`src/rtl/id_ex_stage.sv`:
```
// ID operand stage: regfile read addressing, WB->ID bypass, XZR zeroing, load-use stall, ID/EX register.
// Optional build macro ID_STALL_CNT_EN adds a saturating stall-cycle counter output (stall_cnt).
module id_ex_stage #(
    parameter int unsigned XLEN   = 64,
    parameter int unsigned CTRL_W = 10,
    parameter int unsigned ZR_IDX = 31
) (
    input  logic              clk,
    input  logic              reset_n,
    input  logic              id_valid,
    input  logic [XLEN-1:0]   id_pc,
    input  logic [31:0]       id_instr,
    input  logic [CTRL_W-1:0] id_ctrl,
    input  logic              id_reg2loc,
    input  logic              id_memread,
    input  logic              id_regwrite,
    input  logic              id_uses_b,
    output logic [4:0]        ra1,
    output logic [4:0]        ra2,
    input  logic [XLEN-1:0]   rd1,
    input  logic [XLEN-1:0]   rd2,
    input  logic              wb_regwrite,
    input  logic [4:0]        wb_wa,
    input  logic [XLEN-1:0]   wb_wd,
    input  logic              flush,
    output logic              stall,
    output logic              ex_valid,
    output logic [XLEN-1:0]   ex_pc,
    output logic [31:0]       ex_instr,
    output logic [CTRL_W-1:0] ex_ctrl,
    output logic [XLEN-1:0]   ex_a,
    output logic [XLEN-1:0]   ex_b,
    output logic [4:0]        ex_rd,
    output logic              ex_memread,
`ifdef ID_STALL_CNT_EN
    output logic              ex_regwrite,
    output logic [31:0]       stall_cnt
`else
    output logic              ex_regwrite
`endif
);

    localparam logic [4:0] ZR = 5'(ZR_IDX);

    logic [XLEN-1:0]   op_a, op_b;
    logic              haz;

    logic              ex_valid_q, ex_valid_d;
    logic              ex_memread_q, ex_memread_d;
    logic              ex_regwrite_q, ex_regwrite_d;
    logic [XLEN-1:0]   ex_pc_q, ex_pc_d;
    logic [31:0]       ex_instr_q, ex_instr_d;
    logic [CTRL_W-1:0] ex_ctrl_q, ex_ctrl_d;
    logic [XLEN-1:0]   ex_a_q, ex_a_d;
    logic [XLEN-1:0]   ex_b_q, ex_b_d;
    logic [4:0]        ex_rd_q, ex_rd_d;

    assign ra1 = id_instr[9:5];
    assign ra2 = id_reg2loc ? id_instr[4:0] : id_instr[20:16];

    // Zero register wins over bypass so a WB to X31 can never leak a value
    always_comb begin
        op_a = rd1;
        op_b = rd2;
        if (ra1 == ZR)                           op_a = '0;
        else if (wb_regwrite && (wb_wa == ra1))  op_a = wb_wd;
        if (ra2 == ZR)                           op_b = '0;
        else if (wb_regwrite && (wb_wa == ra2))  op_b = wb_wd;
    end

    assign haz = id_valid && ex_valid_q && ex_memread_q && (ex_rd_q != ZR) &&
                 ((ex_rd_q == ra1) || (id_uses_b && (ex_rd_q == ra2)));
    assign stall = haz && !flush;

    // Bubbles clear only the qualifying bits; data fields hold their last values
    always_comb begin
        ex_valid_d    = ex_valid_q;
        ex_memread_d  = ex_memread_q;
        ex_regwrite_d = ex_regwrite_q;
        ex_pc_d       = ex_pc_q;
        ex_instr_d    = ex_instr_q;
        ex_ctrl_d     = ex_ctrl_q;
        ex_a_d        = ex_a_q;
        ex_b_d        = ex_b_q;
        ex_rd_d       = ex_rd_q;
        if (flush || haz) begin
            ex_valid_d    = 1'b0;
            ex_memread_d  = 1'b0;
            ex_regwrite_d = 1'b0;
        end else begin
            ex_valid_d    = id_valid;
            ex_memread_d  = id_memread && id_valid;
            ex_regwrite_d = id_regwrite && id_valid;
            ex_pc_d       = id_pc;
            ex_instr_d    = id_instr;
            ex_ctrl_d     = id_ctrl;
            ex_a_d        = op_a;
            ex_b_d        = op_b;
            ex_rd_d       = id_instr[4:0];
        end
    end

    always_ff @(posedge clk or negedge reset_n) begin
        if (!reset_n) begin
            ex_valid_q    <= 1'b0;
            ex_memread_q  <= 1'b0;
            ex_regwrite_q <= 1'b0;
            ex_pc_q       <= '0;
            ex_instr_q    <= '0;
            ex_ctrl_q     <= '0;
            ex_a_q        <= '0;
            ex_b_q        <= '0;
            ex_rd_q       <= '0;
        end else begin
            ex_valid_q    <= ex_valid_d;
            ex_memread_q  <= ex_memread_d;
            ex_regwrite_q <= ex_regwrite_d;
            ex_pc_q       <= ex_pc_d;
            ex_instr_q    <= ex_instr_d;
            ex_ctrl_q     <= ex_ctrl_d;
            ex_a_q        <= ex_a_d;
            ex_b_q        <= ex_b_d;
            ex_rd_q       <= ex_rd_d;
        end
    end

    assign ex_valid    = ex_valid_q;
    assign ex_memread  = ex_memread_q;
    assign ex_regwrite = ex_regwrite_q;
    assign ex_pc       = ex_pc_q;
    assign ex_instr    = ex_instr_q;
    assign ex_ctrl     = ex_ctrl_q;
    assign ex_a        = ex_a_q;
    assign ex_b        = ex_b_q;
    assign ex_rd       = ex_rd_q;

`ifdef ID_STALL_CNT_EN
    logic [31:0] stall_cnt_q, stall_cnt_d;

    // Saturating count of stalled edges; flush-masked hazards are not stalls
    always_comb begin
        stall_cnt_d = stall_cnt_q;
        if (stall && (stall_cnt_q != 32'hFFFF_FFFF)) stall_cnt_d = stall_cnt_q + 32'd1;
    end

    always_ff @(posedge clk or negedge reset_n) begin
        if (!reset_n) stall_cnt_q <= '0;
        else          stall_cnt_q <= stall_cnt_d;
    end

    assign stall_cnt = stall_cnt_q;
`endif

endmodule
```
`config.mk`:
```
export PLATFORM = sky130hd
export DESIGN_NAME = id_ex_stage
export DESIGN_NICKNAME = d
export VERILOG_FILES = /design/src/rtl/id_ex_stage.sv
export SDC_FILE = /design/constraint.sdc
export NUM_CORES = 1
export LEC_CHECK = 0
export BUFFER_PORTS_ARGS = -buffer_cell sky130_fd_sc_hd__buf_4
export CAP_MARGIN = 20
export CORE_AREA = 4 4 220 222
export DETAILED_ROUTE_END_ITERATION = 8
export DIE_AREA = 0 0 224 226
export GPL_TIMING_DRIVEN = 0
export PLACE_DENSITY = 0.54
export SYNTH_ARGS = -nofsm -noshare
export SYNTH_HDL_FRONTEND = slang
export SYNTH_SLANG_ARGS = --single-unit
```
`constraint.sdc`:
```
create_clock -name clk -period 2.8 [get_ports clk]
set_clock_uncertainty 0.1 [all_clocks]
set_input_delay 0.28 -clock clk [delete_from_list [all_inputs] [get_ports clk]]
set_output_delay 0.28 -clock clk [all_outputs]
set_load 0.05 [all_outputs]
```
==> results.md <==
- The flow ran to the end, and the final reports show no timing, DRC or antenna violations.
- The floorplan step defined a die boundary enclosing 0.05062 mm2.
- The share of Yosys cell area claimed by the top area cell type is 53.89%.
- Yosys mapped a number of flops with a built-in enable equal to 0.
- For this block, the via count after detailed routing is 10390.
- The fmax is 374.6 MHz.
- The fraction of synthesis flops using an asynchronous set or reset pin is 100.0%.
- Row generation in the floorplan step produced 79 rows.
- The largest net degree at the start of global routing is 111.
- The fraction of power spent switching nets is 34.65%.
- Once detailed placement completed, the half-perimeter wirelength came to 33980 um.
- VDD sags by at most 0.0003631 V.
- Global routing finished with a remaining overflow of 0.
- In this run the power density over the cells is 558.6 mW/mm2.
- Setup repair after global routing left no endpoint under its margin.
- The endpoint required time on the critical path is 3140 ps.
- The worst setup path is captured at a register.
- Setup violations remaining at the end of the flow were counted as 0.
- The floorplan step set the die height to 226 um.
- The final clock period utilization by the worst path is 95.33%.
- The via density per instance is 4.364.
- The number of buffers and inverters on the critical path is 5.
- The final antenna-violating net count is 0.
- Clock tree synthesis inserted a total of 28 buffers.
- The internal portion of the total power is 7.317 mW.
- Global routing consumed, over all layers together, 17.79% of the routing resources.
- Counting every net in the synthesized netlist gives 1164.
- The time the worst path needs with I/O delays and setup is 2669 ps.
- The via count of the first global-routing pass is 11630.
- The number of max-slew violations in the final report is 0.
- The number of buffers added for setup after CTS is 0.
- The global placement routability congestion is 0.8352.
- The chip width is 224 um.
- The cell chosen for the clock root is sky130_fd_sc_hd__clkbuf_16.
- The largest buffer count on any clock path is 3.
- For this design the total switching power over the nets is 3.880 mW.
- For this run, the detailed router's first-pass iteration total came to 4.
- At the pin with the least slew margin, the transition time is 633.2 ps.
- The sequential cell area is 0.005931 mm2.
- sky130_fd_sc_hd__dfrtp_1 takes more of the synthesized area than any other cell.
- Once layout is done, the placed cells without fillers occupy 0.02004 mm2.
- The TritonCTS clock tree is built.
- The power share of the sequential group is 35.7%.
- The post-detailed-placement cell area is 0.01607 mm2.
- The largest stage delay on the critical path is 590 ps.
- The starting density of the core is 23.74%.
- The class of the tightest hold or removal check is in -> reg.
- For the worst-skew pair, the clock arrives at the later sink with an insertion delay of 560 ps.
- For this block, the routed nets add up to 47320 um of wire.
- The core box area is 0.04636 mm2.
- The largest fanout on the critical path is 10.
- The setup TNS after final layout is 0 ps.
- The share of total power dissipated in combinational logic is 32.5%.
- For the worst flop-to-flop path, the logic depth is 9.
- Counting distinct cell types in the post-synthesis netlist gives 31.
- Averaged over all synthesized cells, the footprint is 12.92 um2.
- CTS saw 237 sinks.
- In this run the tool buffered the top-level ports with 563 buffer cells.
- Counting instances in the post-synthesis netlist gives the leading cell types as sky130_fd_sc_hd__dfrtp_1, sky130_fd_sc_hd__mux2i_1, sky130_fd_sc_hd__nand2_1.
- The number of cells on the critical path is 11.
- The final cell count without fillers is 2380.
- Among all cell types in the netlist, the one instantiated most often is sky130_fd_sc_hd__dfrtp_1.
- The count of synthesis-stage warnings from yosys is 0.
- Sorting the synthesized cells by area gives the leading types as sky130_fd_sc_hd__dfrtp_1, sky130_fd_sc_hd__mux2_4, sky130_fd_sc_hd__mux2i_1.
- The post-synthesis to final-layout area growth is 82.12%.
- The most used flip-flop cell after synthesis is sky130_fd_sc_hd__dfrtp_1.
- The count of cells along the worst hold path is 3.
- Traced cell by cell, the critical path runs through dlygate4sd3_1 -> buf_4 -> mux2i_4 -> xnor2_1 -> nor4_2 -> nand3_1 -> buf_4 -> buf_6 -> mux2i_1 -> dlygate4sd3_1 -> o21ai_1.
- The detailed router finished its first iteration with 387 violations.
- The cell count after placement is 2025.
- Cells with a size suffix above 1 make up 44.30% of the layout.
- The worst setup path is of the in -> reg kind.
- The initial antenna violation count is 2.
- The type of origin of the critical path is a primary input.
- The count of filler cells inserted in the layout is 4228.
- Data arrives at the worst endpoint at 3010 ps.
- For this design the static power due to leakage is 9.850 nW.
- Clock-pin slew was measured on the worst setup and hold paths at 60 ps.
- In this run, synthesis produced a sequential element count of 237.
- The synthesized instance count is 852.
- The cell family contributing the most delay on the critical path is buffers and inverters.
- The number of nets in the layout is 2063.
- The share of the Yosys chip area taken by registers is 53.89%.
- Summing all multi-input logic gate instances after layout gives 0.004554 mm2.
- In this run the tightest slew margin relative to its limit is 57.79%.
- For this design, the slowest cell found on the critical path is sky130_fd_sc_hd__dlygate4sd3_1.
- The wire length of the first global-routing pass is 70340 um.
- The cell area that synthesis handed to floorplanning was 0.01101 mm2.
- The routed wire length per instance is 19.88 um.
- Per report_power, the clock group accounts for 31.8% of the total.
- The maximum level of the CTS H-tree is 1.
- The number of maximum-capacitance violations is 0.
- For this run, design rule violations remaining after detail routing come to 0.
- During I/O placement, the number of pins put on the boundary was 565.
- The final hold violation count was 0.
- The final-layout worst hold slack is 15.15 ps.
-- worst min-delay path, delay by kind of cell --
family	cells	cell delay [ps]
buf+inv	1	80
mux	1	80
compound gates	1	190
-- layer usage --
metal	track usage, %	wire length [um]	up-vias
met5	0	0	-
met4	6.820	1798	0
met3	3.744	3009	113
met2	31.80	23930	416
met1	21.00	18580	5059
li1	-	-	4799
-- through the flow --
stage / worst slack [ps] / utilization [%] / total power, mW
2_1_floorplan: 371.1 / - / 5.969
3_3_place_gp: -676.4 / 34.50 / 7.295
3_5_place_dp: 63.03 / 34.67 / 7.330
4_1_cts: 32.94 / 43.09 / 11.30
5_1_grt: 12.94 / 43.24 / 11.63
6_report: 130.8 / 43.24 / 11.20
-- final timing paths --
kind                         startpoint          to  slack (ps)
max                        id_instr[18]    ex_b[11]         130
min                             rd1[59]    ex_a[59]          20
min reg2reg                    ex_a[56]    ex_a[56]         380
max in group asynchronous       reset_n    ex_b[16]        1700
min in group asynchronous       reset_n  ex_ctrl[2]          50
max reg2reg                 ex_instr[4]     ex_a[1]         150
-- repair_timing --
action                                 4_1_cts  5_1_grt
setup endpoints to repair                    0       50
hold buffers                               302        1
gates resized for setup                      0       10
endpoints found under the hold margin      467        1
-- layout by cell type, fill, tap and decap left out, drive strengths merged --
cell type / Yosys / layout
bufinv: 0 / 1
buf: 64 / 629
dfrtp: 237 / 237
nor2: 4 / 4
nand3: 3 / 3
o31ai: 64 / 64
nor4: 3 / 3
and3: 1 / 1
clkbuf: 7 / 53
nand2: 129 / 129
a31o: 1 / 1
and2: 3 / 3
mux2i: 133 / 133
xnor2: 14 / 14
clkinv: 0 / 5
a31oi: 1 / 1
nor3: 2 / 2
xor2: 6 / 6
o21ai: 64 / 64
o2111ai: 1 / 1
dlygate4sd3: 0 / 303
a311o: 1 / 1
inv: 7 / 7
mux2: 106 / 106
nand4: 1 / 1
diode: 0 / 1
-- cell families (layout without fill, tap and decap cells) --
kind of cell              count (synthesis)  count (layout)  share of synthesized area [%]
and+or+nand+nor                         146             146                          5.287
AOI/OAI and AO/OA                       132             132                          7.594
muxes                                   239             239                          26.42
buffers and inverters                    78             998                          5.218
DFF                                     237             237                          53.89
other                                     0               1                              0
xor gates and xnor gates                 20              20                          1.592
-- power by group through the flow --
stage	registers (mW)	logic, mW	clock network, mW
2_1_floorplan	5.23	0.740	0
3_3_place_gp	4.03	3.26	0
3_5_place_dp	4.04	3.29	0
4_1_cts	3.99	3.64	3.67
5_1_grt	4.03	3.81	3.79
6_report	3.99	3.64	3.56
-- registers in the layout, indices dropped and copies added (netlist names) --
| name | cells |
|---|---|
| ex_a | 64 |
| ex_b | 64 |
| ex_ctrl | 10 |
| ex_instr | 32 |
| ex_memread | 1 |
| ex_pc | 64 |
| ex_regwrite | 1 |
| ex_valid | 1 |
-- area by class of cell --
type                       instances  share of cell area [%]
antenna                            1                 0.01249
buffer                            71                   2.753
clock buffer                      45                   4.064
clock inverter                     6                  0.3309
inverter                           7                  0.1311
multi-input combinational        537                   22.72
sequential                       237                   29.59
tap                              607                   3.789
timing repair buffer             869                   36.61
Power figures use the tool's default switching activity.
